## src/rtl/riscv_pkg.sv

```systemverilog
// Shared instruction-fetch constants, the response record and the little-endian
// word-assembly rule used by both the storage and the fetch front end.
package riscv_pkg;

    localparam int unsigned IMEM_DEPTH_BYTES = 256;
    localparam logic [31:0] NOP_WORD         = 32'h0000_0013;

    typedef struct packed {
        logic        valid;
        logic        fault;
        logic [31:0] inst;
    } fetch_rsp_t;

    function automatic logic [31:0] assemble_word(input logic [7:0] b0, input logic [7:0] b1,
                                                  input logic [7:0] b2, input logic [7:0] b3);
        return {b3, b2, b1, b0};
    endfunction

endpackage

```

## src/rtl/imem_bytes.sv

```systemverilog
// Byte-organised instruction storage with one word write port and one
// combinational word read port; callers guarantee aligned, in-range indices.
module imem_bytes
    import riscv_pkg::*;
#(
    parameter int unsigned DEPTH_BYTES = IMEM_DEPTH_BYTES
) (
    input  logic                           clk,
    input  logic                           wr_en_i,
    input  logic [$clog2(DEPTH_BYTES)-1:0] wr_idx_i,
    input  logic [31:0]                    wr_data_i,
    input  logic [$clog2(DEPTH_BYTES)-1:0] rd_idx_i,
    output logic [31:0]                    rd_data_o
);

    localparam int unsigned IDX_W = $clog2(DEPTH_BYTES);

    logic [7:0] mem_q [DEPTH_BYTES];

    // NOTE: the array has no reset on purpose; program contents must survive reset.
    always_ff @(posedge clk) begin
        if (wr_en_i) begin
            mem_q[wr_idx_i]              <= wr_data_i[7:0];
            mem_q[wr_idx_i + IDX_W'(1)]  <= wr_data_i[15:8];
            mem_q[wr_idx_i + IDX_W'(2)]  <= wr_data_i[23:16];
            mem_q[wr_idx_i + IDX_W'(3)]  <= wr_data_i[31:24];
        end
    end

    assign rd_data_o = assemble_word(mem_q[rd_idx_i],
                                     mem_q[rd_idx_i + IDX_W'(1)],
                                     mem_q[rd_idx_i + IDX_W'(2)],
                                     mem_q[rd_idx_i + IDX_W'(3)]);

endmodule

```

## src/rtl/inst_mem_fetch.sv

```systemverilog
// Instruction fetch front end: valid/ready request handshake, one-deep registered
// response with fault reporting, flush, and a word-wide program port.
module inst_mem_fetch
    import riscv_pkg::*;
#(
    parameter int unsigned DEPTH_BYTES = IMEM_DEPTH_BYTES,
    parameter int unsigned ADDR_W      = 64,
    parameter logic [31:0] NOP_INST    = NOP_WORD
) (
    input  logic              clk,
    input  logic              reset,
    input  logic              req_valid,
    input  logic [ADDR_W-1:0] req_addr,
    output logic              req_ready,
    output logic              rsp_valid,
    output logic [31:0]       rsp_inst,
    output logic              rsp_fault,
    input  logic              rsp_ready,
    input  logic              flush,
    input  logic              prog_en,
    input  logic [ADDR_W-1:0] prog_addr,
    input  logic [31:0]       prog_data
);

    localparam int unsigned       IDX_W     = $clog2(DEPTH_BYTES);
    localparam logic [ADDR_W-1:0] LAST_WORD = ADDR_W'(DEPTH_BYTES - 4);

    function automatic logic word_ok(input logic [ADDR_W-1:0] addr);
        return (addr[1:0] == 2'b00) && (addr <= LAST_WORD);
    endfunction

    fetch_rsp_t       rsp_d, rsp_q;
    logic             accept;
    logic             req_ok;
    logic             wr_en;
    logic [IDX_W-1:0] rd_idx;
    logic [31:0]      rd_data;

    assign req_ready = !prog_en && !flush && (!rsp_q.valid || rsp_ready);
    assign accept    = req_valid && req_ready;
    assign req_ok    = word_ok(req_addr);
    assign rd_idx    = req_ok ? req_addr[IDX_W-1:0] : '0;
    // Reset wins over the program port, so a write in the reset cycle is dropped.
    assign wr_en     = prog_en && !reset && word_ok(prog_addr);

    imem_bytes #(.DEPTH_BYTES(DEPTH_BYTES)) u_mem (
        .clk       (clk),
        .wr_en_i   (wr_en),
        .wr_idx_i  (prog_addr[IDX_W-1:0]),
        .wr_data_i (prog_data),
        .rd_idx_i  (rd_idx),
        .rd_data_o (rd_data)
    );

    // NOTE: rsp_d starts as a copy of rsp_q so every path assigns it and no latch forms.
    always_comb begin
        rsp_d = rsp_q;
        if (accept) begin
            rsp_d.valid = 1'b1;
            rsp_d.fault = !req_ok;
            rsp_d.inst  = req_ok ? rd_data : NOP_INST;
        end else if (flush || rsp_ready) begin
            rsp_d.valid = 1'b0;
        end
    end

    // NOTE: non-blocking assignment keeps the read above seeing pre-write storage.
    always_ff @(posedge clk) begin
        if (reset) begin
            rsp_q <= '{valid: 1'b0, fault: 1'b0, inst: NOP_INST};
        end else begin
            rsp_q <= rsp_d;
        end
    end

    assign rsp_valid = rsp_q.valid;
    assign rsp_inst  = rsp_q.inst;
    assign rsp_fault = rsp_q.fault;

endmodule

```

## config.mk

```make
export PLATFORM = sky130hd
export DESIGN_NAME = inst_mem_fetch
export DESIGN_NICKNAME = d
export VERILOG_FILES = /design/src/rtl/riscv_pkg.sv /design/src/rtl/imem_bytes.sv /design/src/rtl/inst_mem_fetch.sv
export SDC_FILE = /design/constraint.sdc
export NUM_CORES = 2
export LEC_CHECK = 0
export ABC_CLOCK_PERIOD_IN_PS = 4800
export CAP_MARGIN = 0
export CORE_MARGIN = 2
export CORE_UTILIZATION = 41
export CTS_BUF_LIST = sky130_fd_sc_hd__clkbuf_16
export DETAILED_ROUTE_END_ITERATION = 10
export PLACE_DENSITY = 0.68
export SYNTH_ARGS = -nofsm -noshare
export SYNTH_HDL_FRONTEND = slang
export SYNTH_SLANG_ARGS = --single-unit
```

## constraint.sdc

```tcl
create_clock -name clk -period 4.8 [get_ports clk]
set_input_delay 0.48 -clock clk [delete_from_list [all_inputs] [get_ports clk]]
set_output_delay 0.48 -clock clk [all_outputs]
set_load 0.02 [all_outputs]
```

; After elaboration in Yosys (flattened, before gate mapping)
; Memory sizes are Yosys's and may differ from the RTL's.
; Cells that the tools add are included.
; Widths: inputs -> output; s select.
[word_totals]
inputBits = 166
elab_cells = 35
ram_bits = 2048
mem_count = 1
ff_bits = 34
output_inout_bits = 35
[op_classes]
reduce_logical = 17
addsub = 6
mux = 6
magnitude_cmp = 2
[memory_table]
columns = name, words, width, read_ports, rd_ports_with_merged_regs, wr, line_no
row1 = u_mem.mem_q, 256, 8, 4, 0, 4, imem_bytes.sv:18  ; logic [7:0] mem_q [DEPTH_BYTES];
[op_table]
columns = op, count
row1 = $le 64x8->1 const B, 2
row2 = $add 8x2->8 const B, 4
row3 = $mux 32, 1
row4 = $add 8x1->8 const B, 2
row5 = $mux 8, 1
row6 = $logic_and 1x1->1, 7
row7 = $logic_not 1->1, 5
row8 = $logic_not 2->1, 2
row9 = $mux 1, 4
row10 = $logic_or 1x1->1, 2
row11 = $reduce_bool 2->1, 1

; Depth between registers and ports, before layout
; An unclocked memory read counts as a cell.
[logic_depth]
ltp_word = 6
mapped_depth = 21
depth_no_buf = 15

; Modules after synthesis
; Synthesis repeated with hierarchy kept, for this count alone.
[unflattened]
hier_cells = 18477
hier_area_um2 = 207749.2
[modules_own_cells]
columns = module, n_inst, cells_each, area_each_um2, seq_area_each_um2
row1 = imem_bytes, 1, 18335, 206300.4, 61499.0
row2 = inst_mem_fetch, 1, 142, 1448.9, 680.7

; Worst setup path after synthesis
; Ideal clock, no wire load.
[synth_path]
kind = input to register
from = in req_addr[56]
to = reg rsp_q (netlist bit rsp_inst[23])
required_ns = 4.675
arrival_time_ns = 4.148
path_stages = 16
path_slack_ns = 0.527
setup_ns = 0.125
n_path_buf = 6
cell_sequence = nor4_2 > nand4_2 > or4_4 > clkinv_4 > buf_2 > clkbuf_1 > buf_1 > ha_1 > clkbuf_1 > clkbuf_1 > clkbuf_1 > mux4_2 > nand2_1 > nand3_1 > a32oi_1 > nand2_1
[synth_via]
elab_chain_cells = 6
[synth_rtl]
columns = item, line_no
row1 = "start, declared", inst_mem_fetch.sv:13  ; input logic [ADDR_W-1:0] req_addr,
row2 = $le 64x8->1 *, inst_mem_fetch.sv:29  ; return (addr[1:0] == 2'b00) && (addr <= LAST_WORD);
row3 = $logic_and 1x1->1 *, inst_mem_fetch.sv:29
row4 = $mux 8, inst_mem_fetch.sv:42  ; assign rd_idx = req_ok ? req_addr[IDX_W-1:0] : '0;
row5 = $add 8x2->8, imem_bytes.sv:32  ; mem_q[rd_idx_i + IDX_W'(2)],
row6 = $mem_v2 256x8, n/a
row7 = $mux 32 *, inst_mem_fetch.sv:61  ; rsp_d.inst = req_ok ? rd_data : NOP_INST;
row8 = "end signal, assigned", inst_mem_fetch.sv:70  ; rsp_q <= '{valid: 1'b0, fault: 1'b0, inst: NOP_INST};
row9 = "end signal, assigned", inst_mem_fetch.sv:72  ; rsp_q <= rsp_d;
row10 = "end, declared", inst_mem_fetch.sv:32  ; fetch_rsp_t rsp_d, rsp_q;
; Mark *: on every way between the ends. The rest lies on a longest branch, timed or not.
; A chain may end at the register's enable or synchronous reset.

; Worst setup path in the final report
[layout_path]
from = in req_addr[47]
to = reg rsp_q (netlist bit rsp_inst[30])
[layout_via]
elab_chain_cells = 6
[layout_rtl]
columns = item, line_no
row1 = $le 64x8->1 *, inst_mem_fetch.sv:29
row2 = $logic_and 1x1->1 *, inst_mem_fetch.sv:29
row3 = $mux 8, inst_mem_fetch.sv:42
row4 = $add 8x2->8, imem_bytes.sv:33  ; mem_q[rd_idx_i + IDX_W'(3)]);
row5 = $mem_v2 256x8, n/a
row6 = $mux 32 *, inst_mem_fetch.sv:61
; Marked as above.

==> results.md <==
- Worst path arrival time: 5.33 ns
- Starting DRT DRC Count: 12600
- Areal power density over the cells: 321 mW/mm^2
- Final Skew: 0.0856 ns
- Synth Area in XOR/XNOR: 0.296%
- Core area: 0.265 sq mm
- Slew at the pin closest to its max-slew limit: 3.28 ns
- Multiplexer fraction of the synthesized cell area: 22.3%
- Dominant cells by area after synthesis: sky130_fd_sc_hd__edfxtp_1 (56%), sky130_fd_sc_hd__mux2_2 (15%), sky130_fd_sc_hd__mux4_2 (5.4%)
- # hold bufs at CTS: 0
- Post-route design area: 0.124 sq mm
- Total congestion overflow: 0
- Via total after detailed routing: 79000
- Number of enable-type register cells in the synthesized netlist: 2048
- Worst EP required: 5.51 ns
- Min-Delay Startpoint: prog_data[6]
- Per-instance average area after synthesis: 12.7 sq um
- Netlist Area Pre-Place: 0.109 sq mm
- Via count of the first global-routing pass: 76000
- Insertion delay to the later sink of the worst-skew pair: 0.91 ns
- Clock sinks: 2082
- Failing checks: max-slew violations
- Pins over their slew limit: 91
- End point of the worst hold path: u_mem.mem_q[240][6]
- Overall Power: 39.7 mW
- Most frequent cells in the layout: sky130_fd_sc_hd__edfxtp_1 (2048), sky130_fd_sc_hd__mux2_2 (1476), sky130_fd_sc_hd__nand2_1 (988)
- CP startpoint kind: input pin
- Number of setup buffers added after CTS: 0
- Number of endpoints failing setup at the final stage: 0
- Final weighted congestion in routability-driven placement: 1.05
- Synthesized flop and latch total: 2082
- Leading cell type in the layout, fill and taps excluded: sky130_fd_sc_hd__edfxtp_1
- Leakage: 40.5 nW
- Pin count of the biggest net entering global routing: 192
- Initial antenna violation count: 16
- Post-synth top flop: sky130_fd_sc_hd__edfxtp_1
- Hold/Removal Path Class: in2reg
- Library cell contributing the largest single delay on the critical path: sky130_fd_sc_hd__a221oi_1
- Worst r2r src: rsp_valid
- CTS clk-pin slew, worst paths: 0.07 ns
- DR WL/cell: 33.4 microns
- Number of I/O pins: 201
- Peak ir drop on the vdd network: 0.405 mV
- Maximum fanout encountered on the critical timing path: 50
- First-pass GRT wire length: 569000 microns
- Combinational family with the most area after synthesis: multiplexers
- Post-synthesis compound-gate area fraction: 6.28%
- P&R area growth vs syn: 13.7%
- Post-synthesis instance total: 8584
- WL final: 405000 microns
- HPWL after detailed placement: 263000 microns
- Final TNS setup: 0 ns
- Result of the run: complete, but fails checks
- Synth warn: 0
- Remaining number of nets flagged by the antenna check after routing: 0
- Fraction of layout cells with a size suffix above 1: 34.1%
- Reg2reg setup slack: 1.32 ns
- Worst-case headroom to the max-slew limit: -118%
- Share of the yosys chip area belonging to registers: 57.0%
- TritonCTS clock tree: done
- Final WS setup: 0.187 ns
- Nature of the critical path endpoint: flip-flop
- Gates resized, CTS repair: 0
- Row count: 189
- Crit Path Category: in2reg
- Maximum clock frequency: 217 MHz
- Dpl cell area: 0.117 sq mm
- Area share of fa/ha/maj cells after synthesis: 0.0574%
- Via density: 6.52
- DRC violation count after routing: 0
- Aggregate global-route resource usage: 29.1%
- Final worst-path cycle share: 96.1%
- Cell type with the highest aggregate area in the netlist: sky130_fd_sc_hd__edfxtp_1
- Die boundary height: 520 microns
- Worst Hold Depth: 1
- Clock buffer count from CTS: 215
- Count of cell types in the netlist: 78
- Delay contributed by the slowest stage of the critical path: 0.93 ns
- Max-capacitance violation count: 0
- Final Hold Violating Endpoints: 0
- Die Area: 0.270 sq mm
- Terminus of the critical flop-to-flop path: rsp_inst[31]
- Initial cell density of the core: 41.2%
- Placement-stage worst setup slack: -0.429 ns
- Count of filler cells inserted in the layout: 23100
- Share of Yosys cell area claimed by the top area cell type: 56.4%
- Root buf cell: sky130_fd_sc_hd__clkbuf_16
- Share of synthesized flip-flops with an asynchronous set or reset: 0%
- Worst R2R Path Depth: 9
- Overall die width: 520 microns
- Detailed-router iteration count before antenna repair: 8
- CTS H-tree depth: 4
- Quantity of I/O buffers inserted on ports: 200
- Cells along the critical path: clkdlybuf4s50_1 > nor4_1 > nand3_1 > or4_4 > clkinv_4 > xnor2_4 > buf_12 > mux4_2 > o21ai_0 > buf_4 > a22oi_1 > a221oi_1 > a21oi_1
- Final-layout worst hold slack: 0.0460 ns
- Maximum clock insertion buffer count: 3
- Unrepaired setup endpoints after global routing: false
- Basic-gate share of the synthesized area counting and, or, nand and nor cells: 8.95%
- Post-layout minimum cycle time: 4.61 ns
- Final nets: 8568
how the worst max path moves through the flow:
| stage | startpoint | depth (start not counted) | end |
|---|---|---|---|
| final | req_addr[47] | 13 | rsp_inst[30] |
| after CTS | req_addr[47] | 12 | rsp_inst[28] |
| after global placement | req_addr[47] | 12 | rsp_inst[28] |
| after global routing | req_addr[55] | 13 | rsp_inst[30] |
| after floorplan | req_addr[56] | 16 | rsp_inst[23] |
| after detailed placement | req_addr[47] | 12 | rsp_inst[28] |
layer usage:
| metal | vias up | global-route usage (%) | part of all wire (%) |
|---|---|---|---|
| li1 | 31800 | - | - |
| met1 | 39700 | 37.7 | 36 |
| met2 | 6338 | 43.2 | 43 |
| met3 | 1207 | 9.47 | 14 |
| met4 | 8 | 15.7 | 6.5 |
| met5 | - | 0 | 0.014 |
cells in the mapped netlist (all sizes together) (5+ instances only):
library cell  count
ha                5
or3               9
a32oi            57
edfxtp         2048
buf             162
mux4            263
nor2            557
nand2           996
a21oi            76
nor2b            14
nand2b           14
and2             24
mux2           1477
o211ai            9
a211oi          271
xnor2            20
nand4            27
nor3            138
dfxtp            34
a31oi           128
xor2             13
nand3           251
and3            129
o21ai            52
a2111oi          13
a221oi          218
o311ai            6
mux2i           177
o22ai            11
clkbuf         1214
a22oi            30
a311oi           14
o221ai            5
or4               7
nor4b             5
or2               7
nor4             60
logic make-up (layout without fill, tap and decap cells):
family	Yosys count	after routing
XOR/XNOR	33	33
other	2	12
multiplexers	1917	1917
AO/OA/AOI/OAI	920	920
buffers and inverters	1381	1379
adder cells (fa/ha/maj)	5	5
flip-flops	2082	2082
AND/OR/NAND/NOR	2244	2244
final cells by class:
cell class	instances	area (sq um)	share of cell area [%]
flip-flops and latches	2082	62200	50.2
multi-input cells	5123	41600	33.5
repair buffers	970	8530	6.89
clock buffers	215	5380	4.34
well taps	3533	4420	3.57
clock inverters	189	1770	1.43
inverters	5	23.8	0.0192
diodes	8	20.0	0.0162
worst max-delay path: cells and delay by family:
kind | cells | cell delay, ns
xor+xnor | 1 | 0.28
buf+inv | 4 | 1.15
compound gates | 4 | 1.39
mux | 1 | 0.54
simple gates | 3 | 1.39
stage by stage:
step                      cells  util, %
after floorplan            8586        -
final                     12100     46.8
after global routing      12100     46.8
after global placement    11700     44.1
after detailed placement  11700     44.1
after CTS                 12100     46.8
state kept, by name (all words and copies together) (netlist names):
signal / count
rsp_fault: 1
rsp_inst: 32
u_mem.mem_q: 2048
rsp_valid: 1
report_power, final:
group / internal, mW / switching [mW]
logic: 0.971 / 1.72
registers: 19.9 / 0.000944
clock network: 9.34 / 7.75
total: 30.2 / 9.47
(Power assumes the default switching activity.)
